===== src/rtl/eth_pcs_block_lock.sv =====
// 10GBASE-R RX block-lock state machine.
// Examines each 2-bit sync header from the gearbox, slips the gearbox one bit
// at a time until headers line up, and declares block lock after a clean
// window of SH_CNT_MAX valid headers. Loses lock when SH_INVLD_MAX invalid
// headers arrive within one window.
module eth_pcs_block_lock #(
  parameter int SH_CNT_MAX   = 64,
  parameter int SH_INVLD_MAX = 16,
  parameter int SLIP_HOLD    = 4
) (
  input  logic       i_clk,
  input  logic       i_reset,
  input  logic       i_clk_en,
  input  logic       i_hdr_valid,
  input  logic [1:0] i_hdr,
  output logic       o_slip,
  output logic       o_block_lock,
  output logic       o_hdr_err,
  output logic [4:0] o_sh_invld_cnt
);

  localparam logic [1:0] ST_RESET_CNT = 2'd0;
  localparam logic [1:0] ST_TEST      = 2'd1;
  localparam logic [1:0] ST_SLIP      = 2'd2;

  localparam logic [6:0] SH_CNT_MAX_C   = 7'(SH_CNT_MAX);
  localparam logic [4:0] SH_INVLD_MAX_C = 5'(SH_INVLD_MAX);
  localparam logic [3:0] SLIP_HOLD_C    = 4'(SLIP_HOLD);

  logic [1:0] state_q, state_d;
  logic [6:0] sh_cnt_q, sh_cnt_d;
  logic [4:0] sh_invld_cnt_q, sh_invld_cnt_d;
  logic [3:0] hold_cnt_q, hold_cnt_d;
  logic       block_lock_q, block_lock_d;
  logic       slip_q, slip_d;
  logic       hdr_err_q, hdr_err_d;

  logic       hdr_event;
  logic       sh_valid;
  logic [6:0] sh_cnt_inc;
  logic [4:0] sh_invld_cnt_inc;

  assign hdr_event = i_clk_en & i_hdr_valid;
  assign sh_valid  = (i_hdr == 2'b01) | (i_hdr == 2'b10);

  // Saturating post-increment values used by the window decisions.
  assign sh_cnt_inc = (sh_cnt_q == SH_CNT_MAX_C) ? sh_cnt_q : sh_cnt_q + 7'd1;
  assign sh_invld_cnt_inc = (sh_valid || sh_invld_cnt_q == SH_INVLD_MAX_C)
                            ? sh_invld_cnt_q : sh_invld_cnt_q + 5'd1;

  // Next-state logic: header examination in TEST, event countdown in SLIP.
  always_comb begin
    // NOTE: every signal gets a default here so no path leaves it unassigned,
    // which would otherwise infer a latch.
    state_d        = state_q;
    sh_cnt_d       = sh_cnt_q;
    sh_invld_cnt_d = sh_invld_cnt_q;
    hold_cnt_d     = hold_cnt_q;
    block_lock_d   = block_lock_q;
    slip_d         = 1'b0;
    hdr_err_d      = 1'b0;

    case (state_q)
      // RESET_CNT examines a header arriving in its cycle exactly as TEST
      // would (counters are already zero), so no header is lost after reset.
      ST_RESET_CNT, ST_TEST: begin
        state_d = ST_TEST;
        if (hdr_event) begin
          sh_cnt_d       = sh_cnt_inc;
          sh_invld_cnt_d = sh_invld_cnt_inc;
          hdr_err_d      = ~sh_valid;
          if (!sh_valid && (!block_lock_q || sh_invld_cnt_inc == SH_INVLD_MAX_C)) begin
            // Unlocked and misaligned, or too many errors in this window.
            block_lock_d   = 1'b0;
            slip_d         = 1'b1;
            sh_cnt_d       = '0;
            sh_invld_cnt_d = '0;
            hold_cnt_d     = SLIP_HOLD_C;
            state_d        = ST_SLIP;
          end else if (sh_cnt_inc == SH_CNT_MAX_C) begin
            // Window complete: a clean window grants lock; otherwise keep lock.
            if (sh_invld_cnt_inc == 5'd0) block_lock_d = 1'b1;
            sh_cnt_d       = '0;
            sh_invld_cnt_d = '0;
          end
        end
      end

      // Discard header events while the gearbox settles on its new alignment.
      ST_SLIP: begin
        if (hdr_event) begin
          if (hold_cnt_q <= 4'd1) begin
            hold_cnt_d = '0;
            state_d    = ST_TEST;
          end else begin
            hold_cnt_d = hold_cnt_q - 4'd1;
          end
        end
      end

      default: state_d = ST_RESET_CNT;
    endcase
  end

  // State and output registers with synchronous active-low reset.
  always_ff @(posedge i_clk) begin
    // NOTE: sequential state uses non-blocking assignments so every register
    // samples its pre-edge inputs regardless of statement order.
    if (!i_reset) begin
      state_q        <= ST_RESET_CNT;
      sh_cnt_q       <= '0;
      sh_invld_cnt_q <= '0;
      hold_cnt_q     <= '0;
      block_lock_q   <= 1'b0;
      slip_q         <= 1'b0;
      hdr_err_q      <= 1'b0;
    end else begin
      state_q        <= state_d;
      sh_cnt_q       <= sh_cnt_d;
      sh_invld_cnt_q <= sh_invld_cnt_d;
      hold_cnt_q     <= hold_cnt_d;
      block_lock_q   <= block_lock_d;
      slip_q         <= slip_d;
      hdr_err_q      <= hdr_err_d;
    end
  end

  assign o_slip         = slip_q;
  assign o_block_lock   = block_lock_q;
  assign o_hdr_err      = hdr_err_q;
  assign o_sh_invld_cnt = sh_invld_cnt_q;

endmodule


===== config.mk =====
export PLATFORM = sky130hd
export DESIGN_NAME = eth_pcs_block_lock
export DESIGN_NICKNAME = d
export VERILOG_FILES = /design/src/rtl/eth_pcs_block_lock.sv
export SDC_FILE = /design/constraint.sdc
export NUM_CORES = 1
export LEC_CHECK = 0
export ABC_CLOCK_PERIOD_IN_PS = 2700
export CORE_UTILIZATION = 42
export CTS_BUF_LIST = sky130_fd_sc_hd__clkbuf_4 sky130_fd_sc_hd__clkbuf_8 sky130_fd_sc_hd__clkbuf_16
export DETAILED_ROUTE_END_ITERATION = 12
export SLEW_MARGIN = 30
export SYNTH_ARGS = -nofsm -noshare
export SYNTH_HDL_FRONTEND = slang
export SYNTH_SLANG_ARGS = --single-unit

===== constraint.sdc =====
create_clock -name i_clk -period 2.7 [get_ports i_clk]
set_clock_uncertainty 0.2 [all_clocks]
set_input_delay 0.405 -clock i_clk [delete_from_list [all_inputs] [get_ports i_clk]]
set_output_delay 0.405 -clock i_clk [all_outputs]
set_load 0.05 [all_outputs]

# Yosys cells after proc, flatten, opt, wreduce, memory -nomap -nowiden
# Cells that the tools add are included.
word_totals:
  reg_bits: 21
op_classes:
  add_sub_neg: 3
  reduce_logical: 16
  n_bitwise: 3
  magnitude_cmp: 1
  muxes: 20
  eq_ne: 12
ops:
  columns: ["operator", "count"]
  rows:
  - ["7-bit 2-to-1 mux", 3]
  - ["4-bit 2-to-1 mux", 4]
  - ["5-bit 2-to-1 mux", 3]
  - ["7-bit equality test (second input constant)", 2]
  - ["5-bit equality test (second input constant)", 2]
  - ["2-bit 2-to-1 mux", 4]
  - ["2-bit inequality test (second input constant)", 4]
  - ["4-bit case mux with 2 select lines", 1]
  - ["4-bit AND reduction", 2]
  - ["7-bit by 1-bit adder with 7-bit output (second input constant)", 1]
  - ["2-bit nonzero test", 3]
  - ["5-bit by 1-bit adder with 5-bit output (second input constant)", 1]
  - ["5-bit logical NOT", 1]
  - ["2-bit by 1-bit equality test with 1-bit output (second input constant)", 2]
  - ["2-bit equality test (second input constant)", 2]
  - ["4-bit by 1-bit less-or-equal comparator with 1-bit output (second input constant)", 1]
  - ["1-bit 2-to-1 mux", 4]
  - ["2-bit case mux with 2 select lines", 1]
  - ["2-bit AND reduction", 2]
  - ["4-bit by 1-bit subtractor with 4-bit output (second input constant)", 1]
  - ["3-bit AND reduction", 1]
  - ["1-bit logical NOT", 2]
  - ["2-bit logical NOT", 1]
  - ["1-bit logical OR", 2]
  - ["other kinds (5)", 5]

# Longest topological paths before layout
# Gate-level depths: netlist of run 1.
depth:
  ltp_word: 10
  ltp_mapped: 8
  depth_no_buf: 8

# Worst setup path before layout of run 1
# Ideal clock, no wire load.
synth_timing:
  path_kind: "reg-to-reg"
  start: "reg sh_invld_cnt_q[0] (netlist: o_sh_invld_cnt[0])"
  end: "reg hold_cnt_q[2]"
  t_required_ns: 2.372
  t_arrival_ns: 2.522
  path_stages_with_launch: 9
  period_less_slack_ns: 2.850
  setup_ns: 0.128
  path_buffers: 0
  path_slack_ns: -0.150
  cell_sequence: "dfxtp_1 -> inv_1 -> ha_1 -> nor4bb_4 -> or4_4 -> a211oi_4 -> a31oi_2 -> o211ai_1 -> o41ai_2"
synth_between:
  elab_chain_len: 8
  elab_cells_between_ends: 9
  cone_classes: "add/sub: 1; eq/ne: 3; mux: 1; reduce/logical: 4"
synth_rtl:
  columns: ["item", "line", "source"]
  rows:
  - ["start: declaration", "32", "logic [4:0] sh_invld_cnt_q, sh_invld_cnt_d;"]
  - ["start signal: assignment", "120", "sh_invld_cnt_q <= sh_invld_cnt_d;"]
  - ["parallel branches: the longest is 2 deep, another holds 5-bit by 1-bit adder with 5-bit output", null, null]
  - ["5-bit 2-to-1 mux *", "49", "? sh_invld_cnt_q : sh_invld_cnt_q + 5'd1;"]
  - ["5-bit equality test *", "72", "if (!sh_valid && (!block_lock_q || sh_invld_cnt_inc == SH_INVLD_MAX_C)) begin"]
  - ["1-bit logical OR *", "72", null]
  - ["1-bit logical AND *", "72", null]
  - ["2-bit inequality test (no source line) *", null, null]
  - ["4-bit AND reduction (no source line) *", null, null]
  - ["end signal: assignment", "121", "hold_cnt_q <= hold_cnt_d;"]
  - ["end: declaration", "33", "logic [3:0] hold_cnt_q, hold_cnt_d;"]
# Every way passes the cells marked *.
# A chain may end at the register's enable or synchronous reset.

# Worst setup path after layout of run 1
layout_timing:
  start: "reg sh_invld_cnt_q[1] (netlist: o_sh_invld_cnt[1])"
  end: "reg hold_cnt_q[2]"
# The elaborated chain is that of the path after synthesis.

==> impl_metrics.toml, run 1 <==
[critical_path]
cp_num_cells = 8
crit_required_ns = 2.71
end_kind = "register"
timing.critical_path.buf_inv = 1
slowest_stage = "or4_4"
crit_path_max_incr_delay_ns = 0.54
crit_family = "compound AO/OA/AOI/OAI gates"
start_kind = "register"
critPathMaxFanout = 6
reg2regPathDepth = 8
cp.arrival_ns = 2.62
crit_type = "register to register"
crit_chain = "inv_1, ha_1, nor4bb_4, or4_4, a211oi_4, a31oi_4, o211ai_1, o41ai_2"

[detailed_routing]
drtIter0Drc = 89
detail_route.wl_per_cell_um = 14.6
finalWirelength_um = 3450
ant_nets = 0
drtPass1Iterations = 4
vias = 1380
route.detailed.drc = 0
drt-vias-per-instance = 5.85

[synth]
ys_types = 50
async_flop_share_pct = 0
synth_area_leaders = "dfxtp_1 31%, ha_1 5.5%, nand3_1 5.1%, nor2_1 4.4%, a31oi_1 3.7%"
postSynthNetCount = 180
netlist_instances = 168
ys_warn_count = 0
ys_dominant_reg_cell = "dfxtp_1"
yosysTopAreaCell = "dfxtp_1"
avgSynthCellArea_sq_um = 8.13
syn_area_sq_um = 1370
synth_top_area_share_pct = 30.8
synth_edf_count = 0
synth-seq-cells = 21
seq_area_frac_synth_pct = 30.8

[layout]
fin_cells = 236
syn_to_final_growth_pct = 23.4
final_area_sq_um = 1680
drive_gt1_share_pct = 18.8
nFillCells = 294
nNetsFinal = 205
antenna_cells = 0

[timing]
fin_crit_ns = 2.61
setup_viol = 0
fmax_ghz = 0.383
fin_crit_sh_pct = 96.7
maxSlewViolCount = 0
holdWs_ns = 0.320
tightest_slew_ns = 0.664
rsz0062_at_grt = "yes"
hold_viol_final = 0
maxSlewHeadroom_pct = 55.4
fin_ws_ns = 0.0888

[placement]
dp_hpwl_um = 2460
place_congestion = 0.830
pre_cts_ws_ns = -0.277
portBuffers = 13
place_area_sq_um = 1590
post-place-cells = 229

[worst_hold_path]
hold_class = "register to register"
min_path_cells = 2

[power]
leakage_nw = 0.568
peakVddDrop_uv = 234
p_total_w = 0.000743
p_per_area_nw_per_um2 = 441

[clock_tree]
tritoncts = "yes"
clock_sinks = 21
clockBufferDepth = 2
cts_max_level = 1
clk_pin_slew_ns = 0.13
numCtsBuffers = 3
clkLatencyLatePin_ns = 0.32
root_buffer = "clkbuf_4"
ctsHoldBuffers = 0

[die]
ios = 14
initial_utilization_pct = 44.3
die_h_um = 59.0
coreArea_sq_um = 3080
dieWidth_um = 59.0
dieArea_sq_um = 3480
rows = 20

[grt]
grt_use_total_pct = 22.0
gr-total-overflow = 0
grt_max_degree = 15
first_global_vias = 1339
antenna_found_initial = 0
grt_pass1_wl_um = 5840

[status]
status = "finished, final reports clean"

[flow_run]
cap_violations = 0
[kinds of logic (layout without fill, tap and decap cells)]
| family | after synthesis | in the layout | share of synthesized area (%) |
|---|---|---|---|
| adder cells (fa/ha/maj) | 6 | 6 | 5.50 |
| flip-flops | 21 | 21 | 30.8 |
| XOR/XNOR | 4 | 4 | 3.12 |
| AND/OR/NAND/NOR | 70 | 70 | 28.0 |
| buffers and inverters | 16 | 40 | 5.22 |
| AO/OA/AOI/OAI | 51 | 51 | 27.4 |
[routing by layer]
layer | vias up | wire length, um | track usage [%]
li1 | 677 | - | -
met1 | 666 | 1550 | 25.6
met4 | 0 | 58 | 9.52
met3 | 7 | 108 | 3.06
met2 | 30 | 1730 | 39.8
met5 | - | 0 | 0
[worst paths after layout]
check                            startpoint                          to  slack (ns)
min reg2reg      hold_cnt_q[3]$_SDFFE_PN0P_  hold_cnt_q[3]$_SDFFE_PN0P_        0.32
min              hold_cnt_q[3]$_SDFFE_PN0P_  hold_cnt_q[3]$_SDFFE_PN0P_        0.32
max reg2reg  o_sh_invld_cnt[1]$_SDFFE_PN0P_  hold_cnt_q[2]$_SDFFE_PN0P_        0.09
max          o_sh_invld_cnt[1]$_SDFFE_PN0P_  hold_cnt_q[2]$_SDFFE_PN0P_        0.09
[synthesized netlist by cell type (2+ instances only)]
cell / count
dfxtp_1: 21
nor2_1: 16
nand3_1: 14
nand2_1: 11
inv_1: 10
nor3_1: 9
o21ai_0: 9
a21oi_1: 8
a31oi_1: 8
ha_1: 6
clkbuf_1: 4
nand4_1: 3
o211ai_1: 3
a211oi_1: 2
a22oi_1: 2
nand2b_1: 2
o21a_1: 2
o311ai_0: 2
o31ai_1: 2
or2_2: 2
or4_1: 2
xnor2_1: 2
[through the flow]
step | util, % | setup TNS [ns]
CTS | 52.8 | 0
floorplan | - | 0
finish | 54.7 | 0
detailed placement | 51.8 | -3.66
global route | 54.7 | -0.121
global placement | 51.8 | -2.79
[sequential cells by signal, summed over array words and instances (netlist names)]
register,flops
o_block_lock,1
o_hdr_err,1
o_slip,1
sh_cnt_q,7
hold_cnt_q,4
state_q,2
o_sh_invld_cnt,5
[tightest hold or removal path: cells and delay by family (launching register included)]
family             cells  cell delay [ns]
AOI/OAI and AO/OA      2             0.13
DFF                    1             0.36
[area by class of cell]
cell class / count / area (sq um) / share of cell area [%]
timing repair buffer: 26 / 228 / 13.5
sequential: 21 / 428 / 25.4
inverter: 10 / 37.5 / 2.23
tap: 44 / 55.1 / 3.27
multi-input combinational: 131 / 906 / 53.8
clock buffer: 4 / 30.0 / 1.78
[cells in the final DEF (no fill, tap or decap), drive strengths merged, types with 3 or more instances in the layout]
master / instances
nand4: 3
dfxtp: 21
nor3: 9
a31oi: 9
inv: 10
nand3: 14
or4: 3
o211ai: 3
clkdlybuf4s50: 13
buf: 13
a21oi: 8
nor2: 16
clkbuf: 4
ha: 6
a211oi: 3
o31ai: 3
o21ai: 10
nand2: 11
[where the power goes]
part | total [W] | internal (W) | switching (W)
Clock | 0.000174 | 0.0000680 | 0.000107
Combinational | 0.000231 | 0.000104 | 0.000127
Sequential | 0.000338 | 0.000324 | 0.0000136
Total | 0.000743 | 0.000496 | 0.000247
[timing repair]
action	4_1_cts	5_1_grt
buffers inserted	0	3
resized for setup	0	9
setup endpoints to repair	0	17
(Power assumes the default switching activity.)
==> inputs of run 2 (changes only) <==
CORE_MARGIN = 4   (was not set)
CORE_UTILIZATION = 55   (was 42)
PLACE_DENSITY = 0.78   (was not set)
REMOVE_ABC_BUFFERS = 1   (was not set)
==> impl_metrics.toml, run 2 (synthesis gave the netlist of run 1 again) <==
[status]
status = "finished, final reports clean"

[detailed_routing]
drt-met1-wl_um = 1540
ant_nets = 0
finalWirelength_um = 3660
met3_length_um = 162
top_layer_used = "met4"
detail_route.wl_per_cell_um = 16.1
drtPass1Iterations = 7
drtIter0Drc = 83
drt-vias-per-instance = 6.50
route.detailed.drc = 0
vias = 1475
met2_wirelength_um = 1830

[clock_tree]
clkLatencyLatePin_ns = 0.32
clk_pin_slew_ns = 0.12
tritoncts = "yes"
numCtsBuffers = 3
cts_max_level = 1
root_buffer = "clkbuf_4"
clockBufferDepth = 2
clock_sinks = 21
ctsHoldBuffers = 0

[power]
p_int_w = 0.000486
p_per_area_nw_per_um2 = 432
clkPwrFrac_pct = 21.9
p_total_w = 0.000738
swShare_pct = 34.1
netSwitchingPower_w = 0.000252
leakage_nw = 0.600
combPwrFrac_pct = 32.9
pwr-share-seq_pct = 45.1
peakVddDrop_uv = 301

[timing]
hold_viol_final = 0
maxSlewHeadroom_pct = 47.2
maxSlewViolCount = 0
fin_crit_ns = 2.68
fin_crit_sh_pct = 99.1
holdWs_ns = 0.314
tightest_slew_ns = 0.784
fmax_ghz = 0.374
rsz0062_at_grt = "yes"
setup_viol = 0

[critical_path]
end_kind = "register"
crit_type = "input port to register"
critPathMaxFanout = 6
crit_required_ns = 2.73
cp.arrival_ns = 2.71
start_kind = "input port"

[grt]
grt_max_degree = 15
grt_pass1_wl_um = 6110
antenna_found_initial = 0
first_global_vias = 1354
gr-total-overflow = 0
grt_use_total_pct = 23.5

[layout]
nNetsFinal = 212
antenna_cells = 0
drive_gt1_share_pct = 21.1
largest_reg_flops = 7
regMostFlops = "sh_cnt_q"
final_common_cell = "buf_4"
syn_to_final_growth_pct = 25.3
final_cell_mix = "20 x buf_4, 18 x dfxtp_1, 16 x nor2_1"

[placement]
dp_hpwl_um = 2580
portBuffers = 13
place_congestion = 0.877

[flow_run]
cap_violations = 0

[die]
initial_utilization_pct = 59.4
dieWidth_um = 57.8
rows = 17
coreArea_sq_um = 2300
die_h_um = 57.8
ios = 14
dieArea_sq_um = 3340

[worst_hold_path]
hold_class = "register to register"
-- run 2: cell types whose count changed in the layout (fill, tap and decap cells not counted), sizes merged --
cell / before / now
buf: 13 / 20
clkbuf: 4 / 3
clkinv: 0 / 1
-- run 2: path summary, 6_finish.rpt --
check	from	endpoint	slack (ns)	cells past startpoint
worst max-delay path	i_hdr[1]	o_sh_invld_cnt[3]$_SDFFE_PN0P_	0.02	10
worst min-delay path	hold_cnt_q[1]$_SDFFE_PN0P_	hold_cnt_q[1]$_SDFFE_PN0P_	0.31	2
worst max register to register	o_sh_invld_cnt[0]$_SDFFE_PN0P_	hold_cnt_q[2]$_SDFFE_PN0P_	0.08	8
worst min register to register	hold_cnt_q[1]$_SDFFE_PN0P_	hold_cnt_q[1]$_SDFFE_PN0P_	0.31	2
-- run 2: area by class of cell --
| type | instances | area [sq um] |
|---|---|---|
| inverter | 10 | 37.5 |
| fill | 184 | 587 |
| clock buffer | 3 | 22.5 |
| tap | 28 | 35.0 |
| sequential | 21 | 424 |
| clock inverter | 1 | 5.00 |
| timing repair buffer | 33 | 280 |
| multi-input combinational | 131 | 906 |
-- run 2: power groups by stage --
stage / registers (W) / clock network, W / logic (W)
finish: 0.000333 / 0.000162 / 0.000243
global route: 0.000335 / 0.000173 / 0.000261
CTS: 0.000333 / 0.000164 / 0.000214
detailed placement: 0.000339 / 0 / 0.000212
global placement: 0.000339 / 0 / 0.000206
floorplan: 0.000368 / 0 / 0.0000993
-- run 2: per-layer routing --
layer | GRT usage, % | up-vias
li1 | - | 699
met1 | 27.8 | 705
met2 | 38.7 | 57
met3 | 5.57 | 14
met4 | 13.2 | 0
met5 | 0 | -
-- run 2: what timing repair did --
action,CTS,global route
hold endpoints to repair,0,0
cloned,0,0
pin swaps,0,2
endpoints found under the setup margin,2,17
resized for setup,1,7
setup buffers,0,3
-- run 2: per-stage QoR --
step	setup TNS (ns)	utilization [%]	cells	cell area, sq um	worst slack (ns)
detailed placement	-3.23	70.7	220	1620	-0.254
floorplan	-1.48	-	162	1330	-0.154
CTS	0	72.1	224	1660	0.0298
global route	-0.404	74.5	227	1710	-0.0895
global placement	-1.26	70.7	220	1620	-0.131
finish	0	74.5	227	1710	0.0237
-- run 2: critical path: stages --
cell	delay, ns
clkdlybuf4s50_1	0.46
xor2_2	0.23
buf_4	0.16
buf_4	0.15
o21ai_0	0.62
buf_4	0.22
a211oi_1	0.04
buf_4	0.18
a22oi_1	0.17
nor2_1	0.06
==> inputs of run 3 (changes only) <==
REMOVE_ABC_BUFFERS = not set   (was 1)
==> impl_metrics.toml, run 3 (synthesis gave the netlist of run 1 again) <==
[status]
status = "finished with violations"
violations = "setup timing"

[detailed_routing]
finalWirelength_um = 3560
drt-vias-per-instance = 6.40
route.detailed.drc = 0
drtIter0Drc = 84
ant_nets = 0
drtPass1Iterations = 5
detail_route.wl_per_cell_um = 16.2
vias = 1408

[grt]
gr-total-overflow = 0
grt_pass1_wl_um = 5430
antenna_found_initial = 0
grt-busiest-layer = "met2"
grt_util_met3_pct = 4.90
grt_use_total_pct = 20.4
first_global_vias = 1229
use_met1_pct = 24.8
grt_max_degree = 15
met2_usage_pct = 35.2

[worst_hold_path]
hold_class = "register to register"

[timing]
maxSlewHeadroom_pct = 52.0
fin_crit_sh_pct = 100
maxSlewViolCount = 0
fmax_ghz = 0.369
fin_ws_ns = -0.00658
fin_crit_ns = 2.71
tightest_slew_ns = 0.713
hold_viol_final = 0
setup_viol = 1
setup_tns_ns = -0.00658
rsz0062_at_grt = "yes"

[critical_path]
critPathMaxFanout = 7
crit_type = "input port to register"
start_kind = "input port"
cp.arrival_ns = 2.72
slowest_stage = "clkdlybuf4s50_1"
crit_path_max_incr_delay_ns = 0.44
crit_chain = "clkdlybuf4s50_1, xor2_2, nor3_1, a211oi_4, buf_4, buf_4, a21oi_2, nand3b_1, a221oi_1"
end_kind = "register"
path_common_cell = "buf_4"
r2r_slack_ns = 0.04
crit_required_ns = 2.71

[layout]
fin_cells = 220
nFillCells = 191
final_cell_mix = "19 x dfxtp_1, 16 x nor2_1, 14 x nand3_1"
regMostFlops = "sh_cnt_q"
drive_gt1_share_pct = 18.2
regArea_sq_um = 425
multi_input_area_sq_um = 912
syn_to_final_growth_pct = 22.2
final_common_cell = "dfxtp_1"
nNetsFinal = 205
final_area_sq_um = 1670
largest_reg_flops = 7
antenna_cells = 0

[clock_tree]
clock_sinks = 21
numCtsBuffers = 3
clk_pin_slew_ns = 0.12
ctsHoldBuffers = 0
clockBufferDepth = 2
root_buffer = "clkbuf_4"
clkLatencyLatePin_ns = 0.32
tritoncts = "yes"
cts_max_level = 1

[placement]
pre_cts_ws_ns = -0.276
dp_hpwl_um = 2490
post-place-cells = 213
portBuffers = 13
place_congestion = 0.836
place_area_sq_um = 1570

[power]
p_total_w = 0.000738
p_per_area_nw_per_um2 = 443
peakVddDrop_uv = 469
leakage_nw = 0.565

[flow_run]
cap_violations = 0

[die]
initial_utilization_pct = 59.4
die_h_um = 57.8
dieWidth_um = 57.8
coreArea_sq_um = 2300
dieArea_sq_um = 3340
ios = 14
rows = 17
[run 3: worst paths after layout]
check	from	end	cells after the start
worst max register to register	o_sh_invld_cnt[0]$_SDFFE_PN0P_	sh_cnt_q[1]$_SDFFE_PN0P_	11
worst min register to register	hold_cnt_q[1]$_SDFFE_PN0P_	hold_cnt_q[1]$_SDFFE_PN0P_	2
worst max-delay path	i_hdr[1]	sh_cnt_q[1]$_SDFFE_PN0P_	9
worst min-delay path	hold_cnt_q[1]$_SDFFE_PN0P_	hold_cnt_q[1]$_SDFFE_PN0P_	2
[run 3: area by class of cell]
cell class,count,area share (%)
inverter,10,2.25
tap,28,2.10
clock buffer,4,1.80
sequential,21,25.5
multi-input combinational,131,54.7
timing repair buffer,26,13.7
[run 3: routing by layer]
metal | vias to the layer above | wire length, um
met5 | - | 0
met4 | 0 | 89
met3 | 10 | 239
met2 | 56 | 1720
met1 | 659 | 1510
li1 | 683 | -
[run 3: repair_timing]
action | CTS | global route
pin swaps | 0 | 2
setup buffers | 0 | 3
endpoints found under the hold margin | 0 | 0
gates resized for setup | 1 | 6
endpoints found under the setup margin | 1 | 16
[run 3: critical path: cells and delay by family]
kind	cells	cell delay (ns)
compound gates	3	0.73
xor+xnor	1	0.22
buf+inv	3	0.77
simple gates	2	0.58
[run 3: through the flow]
step,hold WS (ns),util (%)
2_1_floorplan,0.263,-
3_3_place_gp,0.276,68.5
3_5_place_dp,0.285,68.5
4_1_cts,0.301,70.0
5_1_grt,0.330,72.6
6_report,0.305,72.6
[run 3: power by group]
group          internal [W]  switching [W]
Sequential         0.000325      0.0000179
Clock             0.0000679       0.000102
Combinational      0.000101       0.000124
